==> config.mk <==
export PLATFORM = sky130hd
export DESIGN_NAME = memcpy_engine
export DESIGN_NICKNAME = d
export VERILOG_FILES = /design/src/rtl/memcpy_pkg.sv /design/src/rtl/memcpy_engine.sv
export SDC_FILE = /design/constraint.sdc
export NUM_CORES = 1
export LEC_CHECK = 0
export BUFFER_PORTS_ARGS = -buffer_cell sky130_fd_sc_hd__buf_2
export CAP_MARGIN = 20
export CORE_MARGIN = 10
export CORE_UTILIZATION = 35
export DETAILED_ROUTE_END_ITERATION = 8
export PLACE_DENSITY = 0.55
export REMOVE_ABC_BUFFERS = 1
export SYNTH_ARGS = -nofsm -noshare
export SYNTH_HDL_FRONTEND = slang
export SYNTH_SLANG_ARGS = --single-unit
==> constraint.sdc <==
create_clock -name clk -period 8.95 [get_ports clk]
set_clock_uncertainty 0.1 [all_clocks]
set_input_delay 0.4475 -clock clk [delete_from_list [all_inputs] [get_ports clk]]
set_output_delay 0.4475 -clock clk [all_outputs]
set_load 0.1 [all_outputs]
==> src/rtl/memcpy_pkg.sv <==
// Shared types for the word-granular memcpy/memmove engine.
package memcpy_pkg;

   typedef enum logic [1:0] {
      IDLE,
      READ,
      WRITE,
      FIN
   } state_t;

   typedef enum logic {
      FWD,
      BWD
   } dir_t;

   localparam logic [31:0] WORD_BYTES = 32'd4;

endpackage

==> src/rtl/memcpy_engine.sv <==
// Memory-to-memory word copy engine with memmove semantics.
// Reads via port 1, writes via port 2, one word per two cycles.
module memcpy_engine
   import memcpy_pkg::*;
#(
   parameter int LEN_W = 16
) (
   input  logic             clk,
   input  logic             reset_n,
   input  logic             start,
   input  logic [31:0]      src,
   input  logic [31:0]      dst,
   input  logic [LEN_W-1:0] len,
   output logic             busy,
   output logic             done,
   output logic             err,
   output logic [31:0]      mem_a1,
   input  logic [31:0]      mem_rd1,
   output logic             mem_we1,
   output logic [31:0]      mem_a2,
   output logic [31:0]      mem_wd2,
   output logic             mem_we2
);

   state_t           state;
   state_t           state_n;
   dir_t             dir;
   dir_t             dir_in;
   logic [31:0]      cur_src;
   logic [31:0]      cur_dst;
   logic [31:0]      data_q;
   logic [LEN_W-1:0] remaining;
   logic             err_q;

   logic [31:0] len_w;
   logic [31:0] span;
   logic [31:0] last_off;
   logic        misalign;

   // Copy backward only when dst lands inside the source range,
   // so no source word is overwritten before it is read.
   assign len_w    = 32'(len);
   assign span     = src + (len_w << 2);
   assign last_off = (len_w - 32'd1) << 2;
   assign misalign = (src[1:0] != 2'b00) || (dst[1:0] != 2'b00);
   assign dir_in   = ((dst > src) && (dst < span)) ? BWD : FWD;

   always_comb begin
      state_n = state;
      unique case (state)
         IDLE: begin
            if (start) begin
               if (misalign || (len == '0))
                  state_n = FIN;
               else
                  state_n = READ;
            end
         end
         READ:  state_n = WRITE;
         WRITE: begin
            if (remaining > LEN_W'(1))
               state_n = READ;
            else
               state_n = FIN;
         end
         FIN:   state_n = IDLE;
         default: state_n = IDLE;
      endcase
   end

   always_ff @(posedge clk or negedge reset_n) begin
      if (!reset_n) begin
         state     <= IDLE;
         dir       <= FWD;
         cur_src   <= '0;
         cur_dst   <= '0;
         data_q    <= '0;
         remaining <= '0;
         err_q     <= 1'b0;
      end else begin
         state <= state_n;
         unique case (state)
            IDLE: begin
               if (start) begin
                  dir       <= dir_in;
                  remaining <= len;
                  err_q     <= misalign;
                  if (dir_in == BWD) begin
                     cur_src <= src + last_off;
                     cur_dst <= dst + last_off;
                  end else begin
                     cur_src <= src;
                     cur_dst <= dst;
                  end
               end
            end
            READ: data_q <= mem_rd1;
            WRITE: begin
               remaining <= remaining - LEN_W'(1);
               if (dir == BWD) begin
                  cur_src <= cur_src - WORD_BYTES;
                  cur_dst <= cur_dst - WORD_BYTES;
               end else begin
                  cur_src <= cur_src + WORD_BYTES;
                  cur_dst <= cur_dst + WORD_BYTES;
               end
            end
            FIN: ;
            default: ;
         endcase
      end
   end

   // Write enable is pure state decode so it drops the moment reset hits.
   assign mem_we2 = (state == WRITE);
   assign mem_we1 = 1'b0;
   assign mem_a1  = cur_src;
   assign mem_a2  = cur_dst;
   assign mem_wd2 = data_q;
   assign busy    = (state != IDLE);
   assign done    = (state == FIN);
   assign err     = done & err_q;

endmodule

==> impl_metrics.ini <==
[run_status]
status = finished clean

[sta]
setup_tns_ns = 0
slew_headroom = 0.2854
post-route-min-period_ns = 6.532
setup_violations = 0
hold_violations = 0
period_share = 0.7298
grt_setup_unrepaired = no
slew_viol_final = 0
worst_pin_slew_ns = 1.072
whs_ns = 0.1193
max_freq_mhz = 153.1

[detailed_routing]
avgViaCountPerCell = 5.715
wl_per_cell_um = 20.25
drcViolationCount = 0
antenna_left = 0
vias = 14270
wirelength_um = 50560
drt_iter0_markers = 781
first_pass_iters = 8

[global_routing]
antenna_found_initial = 12
grt_overflow_total = 0
use_met1 = 0.2574
grt_pass1_wl_um = 79340
grt_busiest_layer = met2
grt_start_max_net_pins = 61
grt_use_total = 0.1999
use_met2 = 0.3267
first_global_vias = 14160
grtUsageMet3 = 0.05392

[synth]
netlist_area_um2 = 14260
synth_edf_count = 0
yosysWarnings = 0
ys_top_cells_by_area = dfrtp_1 (20%), ha_1 (17%), a21oi_1 (6.0%)
syn_avg_cell_area_um2 = 8.080
ys_ff_latch = 116
synth-async-reset-ratio = 1.000
synth_common_cells = ha_1 (196), a21oi_1 (171), nand2_1 (133)
synth_cells = 1765
synth_top_cell_area_share = 0.2035
ys.flop_type = dfrtp_1
synth_cell_types = 83
yosysMostFrequentCell = ha_1
ys_seq_area_frac = 0.2035
yosysTopAreaCell = dfrtp_1

[pwr]
power_mw = 1.783
power.density_nw_per_um2 = 108.2
leakage_nw = 7.429
ir_drop_uv = 142.6

[clocking]
cts_tree = done
postCtsSetupBuffers = 0
cts-root-buf = clkbuf_16
clk_latency_ns = 0.46
cts_sinks = 116
ctsResizeCount = 0
cts_buffers = 17
hold_buffers = 1
cts.path.max_buffers = 2
path_clk_slew_ns = 0.06
ctsHtreeMaxLevel = 4

[placement]
placed_cell_area_um2 = 15860
io_buffer_count = 214
hpwl_um = 40270
gp_congestion = 0.9310

[setup_path]
crit_path_end_kind = flip-flop
crit_top_cell = ha_1
cp_top_family = compound AO/OA/AOI/OAI gates
cp.arrival_ns = 6.75
cp_slowest_cell = a311oi_2
crit_path_max_fanout = 13
critPathMaxStageDelay_ns = 0.94
startpoint_type = input pin
crit_required_ns = 9.16
cp_cell_sequence = buf_2 > ha_1 > fa_1 > a21o_1 > a21oi_1 > o21bai_1 > a211oi_1 > o31ai_1 > o31a_1 > a31oi_2 > nor2b_1 > xnor2_1 > ha_1 > nand3_1 > nor3_1 > o211ai_1 > a311oi_2 > or2_1 > buf_4 > mux2_2 > a2bb2oi_1 > o22ai_1
crit_type = input pin to flip-flop
path_buf_inv = 2

[die]
die_y_um = 221.9
coreArea_um2 = 40010
placementRows = 73
die_area_um2 = 49220
ios = 216
fp.dieW_um = 221.9
initial_core_util = 0.3565

[finish]
synthToLayoutAreaGrowth_pct = 15.54
finalInstanceArea_um2 = 16480
drive_gt1_frac = 0.1683
nets = 2270
fin_util = 0.4119

[run]
drv_cap = 0

[worst_hold_path]
hold_path_class = input pin to flip-flop
[metrics by stage]
stage               cells  setup slack, ns
detailed placement   2459            2.018
global route         2493            1.904
floorplan            1709            2.936
global placement     2459            2.272
finish               2497            2.418
CTS                  2492            2.483
[cells by family after synthesis]
group	Yosys count	share of synthesized area
buffers and inverters	133	0.03729
other	1	0.0002630
multiplexers	66	0.05001
XOR/XNOR	129	0.07922
flip-flops	116	0.2035
AND/OR/NAND/NOR	505	0.1730
AO/OA/AOI/OAI	614	0.2777
adder cells (fa/ha/maj)	201	0.1790
[where the power goes]
part           total [mW]  switching [mW]  internal [mW]
registers           0.535         0.00357          0.532
logic               0.524           0.331          0.193
clock network       0.724           0.307          0.417
[cells in the final DEF (no fill, tap or decap), types with 15 or more instances in the layout]
cell type and n:
a31oi_1 33, xor2_1 61, o22ai_1 18, o21bai_1 16, a211oi_1 24, mux2_2 42, mux2i_1 24, clkbuf_16 17
nand3_1 44, dfrtp_1 115, nand2_1 132, xnor2_1 68, o21a_1 21, o211ai_1 22, nor3_1 55, a21o_1 65
nor2_1 124, and3_1 20, nor4_1 21, nand4_1 19, and2_1 15, a21oi_1 171, buf_2 213, ha_1 196
nand2b_1 15, inv_1 75, nor2b_1 17, o21ai_0 127
[routing by layer]
layer	wire, um	vias to the layer above
met5	65	-
met4	762	12
met3	3134	61
met2	23250	365
met1	23340	6801
li1	-	7032
[sequential cells by signal, summed over array words and instances, names as in the netlist]
signal	cells
mem_a1	32
mem_a2	32
mem_wd2	32
remaining	16
state	2
dir	1
err_q	1
[layout make-up]
type                       instances  area (um2)
clock inverter                    15       171.4
sequential                       116        2904
tap                              525       656.9
clock buffer                      17       425.4
antenna                            5       12.51
inverter                          77       289.0
multi-input combinational       1516       10850
fill                            4205       23530
timing repair buffer             226        1166
[worst paths after layout]
check	start	end	slack, ns	cells after the start
max	len[0]	mem_a2[3]	2.42	22
min	mem_rd1[10]	mem_wd2[10]	0.12	2
max reg2reg	dir	mem_a1[30]	4.63	11
min reg2reg	mem_a2[1]	mem_a2[1]	0.37	2
max in group asynchronous	reset_n	dir	6.87	3
min in group asynchronous	reset_n	mem_a1[27]	0.50	2
No activity file was read; power rests on OpenSTA's default activity.
